<file path="src/rtl/uart_rx_os.sv">
// Oversampling UART receiver: 3-sample majority voting, false-start rejection, one-entry output hold.
// Optional parity checking is compiled in with the UART_RX_PARITY_EN macro.
module uart_rx_os #(
  parameter int DATA_BITS  = 8,
  parameter int STOP_BITS  = 1,
  parameter int CLK_FREQ   = 50000000,
  parameter int BAUD_RATE  = 9600,
  parameter int OVERSAMPLE = 16,
  parameter int PARITY_ODD = 0
) (
  input  logic                 clk,
  input  logic                 reset,
  input  logic                 rx,
  output logic [DATA_BITS-1:0] data_out,
  output logic                 valid,
  input  logic                 ready,
  output logic                 parity_err,
  output logic                 frame_err,
  output logic                 overrun,
  output logic                 busy,
  output logic [2:0]           dbg_state
);

  localparam int DIV = CLK_FREQ / (BAUD_RATE * OVERSAMPLE);
  localparam int H   = OVERSAMPLE / 2;
  localparam int PW  = (DIV > 1) ? $clog2(DIV) : 1;
  localparam int OW  = $clog2(OVERSAMPLE);
  localparam int BW  = $clog2(DATA_BITS);

  localparam logic [2:0] IDLE   = 3'd0;
  localparam logic [2:0] START  = 3'd1;
  localparam logic [2:0] DATA   = 3'd2;
`ifdef UART_RX_PARITY_EN
  localparam logic [2:0] PARITY = 3'd3;
`endif
  localparam logic [2:0] STOP   = 3'd4;

  if (DIV < 1) begin : g_div_chk
    $error("uart_rx_os: CLK_FREQ too low for BAUD_RATE*OVERSAMPLE");
  end
  if ((OVERSAMPLE % 2) != 0 || OVERSAMPLE < 8) begin : g_os_chk
    $error("uart_rx_os: OVERSAMPLE must be even and at least 8");
  end
  if (DATA_BITS < 5 || DATA_BITS > 9 || STOP_BITS < 1 || STOP_BITS > 2) begin : g_fmt_chk
    $error("uart_rx_os: unsupported DATA_BITS or STOP_BITS");
  end
  if (PARITY_ODD != 0 && PARITY_ODD != 1) begin : g_par_chk
    $error("uart_rx_os: PARITY_ODD must be 0 or 1");
  end

  logic                 rx_meta_q, rx_meta_d, rx_s_q, rx_s_d;
  logic [2:0]           state_q, state_d;
  logic [PW-1:0]        pre_q, pre_d;
  logic [OW-1:0]        os_q, os_d;
  logic [BW-1:0]        bit_q, bit_d;
  logic                 stop_q, stop_d;
  logic [1:0]           samp_q, samp_d;
  logic [DATA_BITS-1:0] shift_q, shift_d;
  logic                 ferr_acc_q, ferr_acc_d;
`ifdef UART_RX_PARITY_EN
  logic                 par_q, par_d;
`endif
  logic [DATA_BITS-1:0] data_q, data_d;
  logic                 valid_q, valid_d, perr_q, perr_d, ferr_q, ferr_d, ovr_q, ovr_d;

  logic tick, at_s0, at_s1, at_dec, bit_end, maj;
  logic frame_done, done_ferr, done_perr;

  always_comb begin
    tick    = (state_q != IDLE) && (pre_q == PW'(DIV - 1));
    at_s0   = tick && (os_q == OW'(H - 1));
    at_s1   = tick && (os_q == OW'(H));
    at_dec  = tick && (os_q == OW'(H + 1));
    bit_end = tick && (os_q == OW'(OVERSAMPLE - 1));
    maj     = (samp_q[0] & samp_q[1]) | ((samp_q[0] | samp_q[1]) & rx_s_q);

    rx_meta_d  = rx;
    rx_s_d     = rx_meta_q;
    state_d    = state_q;
    bit_d      = bit_q;
    stop_d     = stop_q;
    samp_d     = samp_q;
    shift_d    = shift_q;
    ferr_acc_d = ferr_acc_q;
`ifdef UART_RX_PARITY_EN
    par_d      = par_q;
    done_perr  = ((^shift_q) ^ par_q) != 1'(PARITY_ODD);
`else
    done_perr  = 1'b0;
`endif
    frame_done = 1'b0;
    done_ferr  = 1'b0;

    // Prescaler and bit-phase counter sit at zero while idle so a start edge aligns them.
    if (state_q == IDLE)  pre_d = '0;
    else if (tick)        pre_d = '0;
    else                  pre_d = pre_q + PW'(1);

    if (state_q == IDLE)  os_d = '0;
    else if (bit_end)     os_d = '0;
    else if (tick)        os_d = os_q + OW'(1);
    else                  os_d = os_q;

    if (at_s0) samp_d[0] = rx_s_q;
    if (at_s1) samp_d[1] = rx_s_q;

    case (state_q)
      IDLE: begin
        if (!rx_s_q) begin
          state_d    = START;
          bit_d      = '0;
          stop_d     = 1'b0;
          ferr_acc_d = 1'b0;
        end
      end
      START: begin
        if (at_dec && maj) state_d = IDLE;
        else if (bit_end)  state_d = DATA;
      end
      DATA: begin
        if (at_dec) shift_d = {maj, shift_q[DATA_BITS-1:1]};
        if (bit_end) begin
          if (bit_q == BW'(DATA_BITS - 1)) begin
`ifdef UART_RX_PARITY_EN
            state_d = PARITY;
`else
            state_d = STOP;
`endif
          end else begin
            bit_d = bit_q + BW'(1);
          end
        end
      end
`ifdef UART_RX_PARITY_EN
      PARITY: begin
        if (at_dec)  par_d   = maj;
        if (bit_end) state_d = STOP;
      end
`endif
      STOP: begin
        // The final stop bit finishes at its decision point so a following start edge is not missed.
        if (at_dec) begin
          if (!maj) ferr_acc_d = 1'b1;
          if (stop_q == 1'(STOP_BITS - 1)) begin
            frame_done = 1'b1;
            done_ferr  = ferr_acc_q | ~maj;
            state_d    = IDLE;
          end
        end
        if (bit_end) stop_d = 1'b1;
      end
      default: state_d = IDLE;
    endcase
  end

  // valid/ready: a word transfers on any edge where valid && ready; the held word and flags stay
  // stable until then, a completing frame may refill the register in the same cycle it drains,
  // and a frame completing while the register is full and not draining is dropped and flags overrun.
  always_comb begin
    data_d  = data_q;
    valid_d = valid_q;
    perr_d  = perr_q;
    ferr_d  = ferr_q;
    ovr_d   = ovr_q;
    if (valid_q && ready) begin
      valid_d = 1'b0;
      ovr_d   = 1'b0;
    end
    if (frame_done) begin
      if (!valid_q || ready) begin
        data_d  = shift_q;
        perr_d  = done_perr;
        ferr_d  = done_ferr;
        valid_d = 1'b1;
      end else begin
        ovr_d = 1'b1;
      end
    end
  end

  always_ff @(posedge clk) begin
    if (reset) begin
      rx_meta_q  <= 1'b1;
      rx_s_q     <= 1'b1;
      state_q    <= IDLE;
      pre_q      <= '0;
      os_q       <= '0;
      bit_q      <= '0;
      stop_q     <= 1'b0;
      samp_q     <= '0;
      shift_q    <= '0;
      ferr_acc_q <= 1'b0;
`ifdef UART_RX_PARITY_EN
      par_q      <= 1'b0;
`endif
      data_q     <= '0;
      valid_q    <= 1'b0;
      perr_q     <= 1'b0;
      ferr_q     <= 1'b0;
      ovr_q      <= 1'b0;
    end else begin
      rx_meta_q  <= rx_meta_d;
      rx_s_q     <= rx_s_d;
      state_q    <= state_d;
      pre_q      <= pre_d;
      os_q       <= os_d;
      bit_q      <= bit_d;
      stop_q     <= stop_d;
      samp_q     <= samp_d;
      shift_q    <= shift_d;
      ferr_acc_q <= ferr_acc_d;
`ifdef UART_RX_PARITY_EN
      par_q      <= par_d;
`endif
      data_q     <= data_d;
      valid_q    <= valid_d;
      perr_q     <= perr_d;
      ferr_q     <= ferr_d;
      ovr_q      <= ovr_d;
    end
  end

  assign data_out   = data_q;
  assign valid      = valid_q;
  assign parity_err = perr_q;
  assign frame_err  = ferr_q;
  assign overrun    = ovr_q;
  assign busy       = (state_q != IDLE);
  assign dbg_state  = state_q;

endmodule
</file>
<file path="config.mk">
export PLATFORM = sky130hd
export DESIGN_NAME = uart_rx_os
export DESIGN_NICKNAME = d
export VERILOG_FILES = /design/src/rtl/uart_rx_os.sv
export SDC_FILE = /design/constraint.sdc
export NUM_CORES = 1
export LEC_CHECK = 0
export ABC_AREA = 1
export CAP_MARGIN = 20
export CORE_MARGIN = 3
export CORE_UTILIZATION = 56
export DETAILED_ROUTE_END_ITERATION = 6
export GPL_TIMING_DRIVEN = 0
export PLACE_DENSITY_LB_ADDON = 0.05
export SLEW_MARGIN = 30
export SYNTH_ARGS = -nofsm -noshare
export SYNTH_HDL_FRONTEND = slang
export SYNTH_SLANG_ARGS = --single-unit
</file>
<file path="constraint.sdc">
create_clock -name clk -period 1.75 [get_ports clk]
set_clock_uncertainty 0.05 [all_clocks]
set_input_delay 0.525 -clock clk [delete_from_list [all_inputs] [get_ports clk]]
set_output_delay 0.525 -clock clk [all_outputs]
set_load 0.01 [all_outputs]
</file>
; ---- Word level (Yosys, flattened, before mapping)
; Index checks and enable logic that the tools add are counted.
[totals]
register_bits = 44
word_cells = 93
[op_classes]
add_sub_neg = 3
n_eq_ne = 18
muxes = 30
n_bitwise = 6
n_reduce_logical = 21
[ops]
columns = op, n
row1 = 3-bit 2-to-1 mux, 10
row2 = 1-bit 2-to-1 mux, 16
row3 = "2-bit != test, second input constant", 8
row4 = "4-bit equality test, second input constant", 3
row5 = 3-bit one-hot mux with 4 select lines, 1
row6 = "9-bit by 1-bit adder with 9-bit output, second input constant", 1
row7 = "9-bit equality test, second input constant", 1
row8 = 4-bit AND reduction, 2
row9 = 1-bit logical AND, 7
row10 = "3-bit equality test, second input constant", 2
row11 = 3-bit one-hot mux with 2 select lines, 1
row12 = 6-bit AND reduction, 1
row13 = 3-bit OR reduction, 2
row14 = "4-bit by 1-bit adder with 4-bit output, second input constant", 1
row15 = "4-bit by 3-bit equality test with 1-bit output, second input constant", 1
row16 = 1-bit one-hot mux with 2 select lines, 2
row17 = 2-bit AND reduction, 2
row18 = 2-bit nonzero test, 2
row19 = "3-bit by 1-bit adder with 3-bit output, second input constant", 1
row20 = "3-bit by 1-bit equality test with 1-bit output, second input constant", 1
row21 = "3-bit by 2-bit equality test with 1-bit output, second input constant", 1
row22 = 3-bit logical NOT, 1
row23 = "3-bit != test, second input constant", 1
row24 = 1-bit OR, 3
row25 = 6 further kinds, 7

; ---- Longest topological paths before layout
[logic_depth]
ltp_word = 8
ltp_mapped = 11
mapped_depth_nobuf = 11

; ---- Least setup slack after synthesis
; OpenSTA, ideal clock, no wires.
[synth_timing]
path_kind = register to register
startpoint = reg pre_q[0]
endpoint = reg ferr_q (netlist: frame_err)
setup_ns = 0.115
arrival_time_ns = 1.385
slack_ns = 0.200
path_stages_with_launch = 11
n_path_buf = 1
synth_period_minus_slack_ns = 1.550
cell_sequence = dfxtp_1 -> inv_1 -> ha_1 -> nand2_1 -> nor2_4 -> nand3_4 -> nor2_4 -> nand4_2 -> buf_6 -> o21ai_2 -> a21oi_2
[synth_between]
elab_chain_cells = 6
elab_cells_between_ends = 8
cone_classes = 1 x eq/ne / 4 x mux / 3 x reduce/logical
[synth_lines]
columns = item, line
row1 = from (decl), 53  ; logic [PW-1:0] pre_q, pre_d;
row2 = from (signal assigned), 205  ; pre_q <= pre_d;
row3 = 9-bit equality test *, 70  ; tick = (state_q != IDLE) && (pre_q == PW'(DIV - 1));
row4 = 1-bit logical AND *, 70
row5 = 1-bit logical AND *, 73  ; at_dec = tick && (os_q == OW'(H + 1));
row6 = 1-bit 2-to-1 mux, 142  ; if (at_dec) begin
row7 = 1-bit 2-to-1 mux, 107  ; case (state_q)
row8 = 2-bit AND reduction (no source line), -
row9 = to (signal assigned), 218  ; ferr_q <= ferr_d;
row10 = to (decl), 64  ; logic valid_q, valid_d, perr_q, perr_d, ferr_q, ferr_d, ovr_q, ovr_d;
; Mark *: on every way between the ends. The rest lies on a longest branch, timed or not.
; A chain may end at the register's enable or synchronous reset.

; ---- Worst setup path in the final report
[layout_timing]
startpoint = reg pre_q[1]
endpoint = reg ferr_q (netlist: frame_err)
; The elaborated chain is that of the path after synthesis.

==> results.py <==
metrics = {
    "setup_path": {
        "start_kind": "flip-flop",
        "worstSetupEndpointType": "flip-flop",
        "worstPathArrival_ps": 1930,
        "critPathRequiredTime_ps": 1970,
        "worst-setup-path-type": "reg -> reg",
        "worstPathMaxFanout": 10,
    },
    "drt": {
        "dr_wl_met2_um": 1660,
        "highest_layer": "met4",
        "drt-pass1-iter-count": 4,
        "dr_wl_met3_um": 144,
        "drc_errors": 0,
        "dr_total_vias": 1694,
        "ant_nets": 0,
        "wire_per_inst_um": 11.2,
        "finalWirelength_um": 3800,
        "drtIter0Drc": 86,
        "wl_met1_um": 1930,
        "avgViaCountPerCell": 4.98,
    },
    "layout": {
        "nNetsFinal": 304,
        "n_antenna_cell": 0,
        "final_area_sq_um": 2410,
        "syn_to_final_growth_pct": 18.9,
        "drive_above_1_share_pct": 18.7,
        "nFillCells": 300,
        "utilization_pct": 70.7,
    },
    "yosys": {
        "synth_edf_count": 0,
        "post-synth-top-count-cell": "nand2_1",
        "ys_seq_area_share_pct": 43.4,
        "synth_nets": 272,
        "synth.avg_cell_area_sq_um": 7.78,
        "yosys-top-cells-area": "dfxtp_1 (43%), nand2_1 (11%), a21oi_1 (7.6%)",
        "netlist_top_cells_count": "nand2_1 (58), dfxtp_1 (44), a21oi_1 (31), inv_1 (31), nor2_1 (19)",
        "yosysTopAreaCell": "dfxtp_1",
        "synth_top_area_share_pct": 43.4,
        "synth_seq_cells": 44,
        "async_flop_share_pct": 0,
        "synth_area_sq_um": 2030,
        "synth_flop_cell": "dfxtp_1",
        "netlist_instances": 261,
        "yosysWarnings": 0,
        "synth.distinct_cells": 36,
    },
    "place": {
        "dp_hpwl_um": 2570,
        "numPortBuffers": 17,
        "gp_congestion": 0.816,
        "placed_area_sq_um": 2260,
    },
    "power_and_ir_drop": {
        "total_power_mw": 2.31,
        "p_per_area_nw_per_um2": 958,
        "p_leak_nw": 0.954,
        "vdd_ir_drop_max_mv": 0.495,
    },
    "sta": {
        "finalHoldViolCount": 0,
        "fmax_mhz": 584,
        "min_period_ps": 1710,
        "setup_viol": 0,
        "fin_crit_sh_pct": 97.9,
        "rsz0062_at_grt": "yes",
        "drv_slew": 0,
    },
    "floorplanning": {
        "top_level_ports": 20,
        "rows": 21,
        "core_area_sq_um": 3420,
        "start_util_pct": 59.5,
        "die-height_um": 66.2,
        "die_area_sq_um": 4390,
        "die_w_um": 66.2,
    },
    "global_routing": {
        "antenna_found_initial": 0,
        "grt_usage_pct": 18.5,
        "grt_pass1_vias": 1390,
        "grt_remaining_overflow": 0,
        "grt_pass1_wl_um": 6170,
        "grt_start_max_net_pins": 14,
    },
    "cts": {
        "root_buffer": "clkbuf_4",
        "path_clk_slew_ps": 130,
        "insertion_delay_ps": 360,
        "cts_buffers": 5,
        "htree_levels": 2,
        "max-clock-path-buffers": 2,
        "cts_sinks": 44,
        "cts_tree": "done",
    },
    "worst_hold_path": {
        "min_path_type": "reg -> reg",
    },
    "outcome": {
        "status": "complete, no violations",
    },
    "run": {
        "maxCapViolCount": 0,
    },
}
per-layer routing:
layer	vias up	GRT usage [%]
met2	22	25.7
met5	-	0
met3	6	6.63
li1	908	-
met1	758	25.7
met4	0	7.61
layout make-up:
cell class	instances	area, sq um	share of cell area (%)
flip-flops and latches	44	892	36.9
inverters	33	125	5.18
clock inverters	1	7.51	0.311
multi-input cells	177	1020	42.2
well taps	46	57.6	2.38
repair buffers	25	211	8.76
clock buffers	7	55.1	2.28
plain buffers	7	46.3	1.92
registers in the layout (all words and copies together) (netlist names), 2 cells and up:
| signal | count |
|---|---|
| pre_q | 9 |
| data_out | 8 |
| shift_q | 8 |
| os_q | 4 |
| bit_q | 3 |
| dbg_state | 3 |
| samp_q | 2 |
cells in the final DEF, fill, tap and decap left out, types with 2 or more instances in the layout:
master / netlist / final
buf_6: 2 / 3
nor3_1: 3 / 2
dlygate4sd2_1: 0 / 14
nor3_2: 1 / 2
nand2_2: 3 / 4
nand3_1: 14 / 14
ha_1: 7 / 6
buf_4: 1 / 8
nand3_2: 3 / 3
or2_2: 2 / 2
dfxtp_1: 44 / 39
nor2_4: 3 / 4
a31oi_1: 3 / 3
dfxtp_4: 0 / 2
clkbuf_1: 3 / 4
inv_1: 31 / 28
inv_2: 1 / 4
nor3b_1: 5 / 5
clkbuf_4: 0 / 5
a21oi_1: 31 / 31
nand4_1: 4 / 4
nand2_4: 1 / 2
nor2_1: 19 / 19
dfxtp_2: 0 / 3
clkdlybuf4s50_1: 0 / 2
o21ai_0: 6 / 6
nand2_1: 58 / 56
path summary, 6_finish.rpt:
kind,from,end,slack [ps],cells past startpoint
hold / removal,rx_meta_q$_SDFF_PP1_,rx_s_q$_SDFF_PP1_,380,1
setup / recovery,pre_q[1]$_SDFF_PP0_,frame_err$_SDFFE_PP0P_,40,10
setup reg to reg,pre_q[1]$_SDFF_PP0_,frame_err$_SDFFE_PP0P_,40,10
hold reg to reg,rx_meta_q$_SDFF_PP1_,rx_s_q$_SDFF_PP1_,380,1
report_power, final:
part	switching, mW	internal (mW)
logic	0.421	0.242
registers	0.0460	1.08
clock network	0.329	0.197
cells by family (layout without fill, tap and decap cells):
logic type                 Yosys count  in the layout  synth area share [%]
AOI/OAI and AO/OA                   43             43                  11.3
DFF                                 44             44                  43.4
xor gates and xnor gates             2              2                 0.863
adders and majority gates            8              8                  4.81
and+or+nand+nor                    123            123                  31.1
buffers and inverters               40             73                  8.44
other                                1              1                 0.185
critical path: stages, from the launching register on:
cell     delay [ps]
dfxtp_2         340
inv_2            70
ha_4            130
nand2_2          60
nor2_4          180
nand3_4         130
nor2_4          200
nand4_4         110
buf_6           160
o21ai_2         150
a21oi_2          40
stage by stage:
stage                     setup WS (ps)  TNS (ps)  cells  hold slack, ps
after detailed placement          -31.8     -42.8    324             354
final                              37.3         0    340             379
after global routing              -77.0      -634    340             405
after CTS                          16.8         0    333             384
after floorplan                     200         0    261             339
after global placement            -41.3     -63.6    324             355
repair_timing:
item	CTS	global route
pin swaps	1	8
buffers inserted	1	7
endpoints found under the hold margin	0	0
gates resized for setup	23	13
hold buffers	0	0
setup endpoints to repair	16	25
Power figures use the tool's default switching activity.
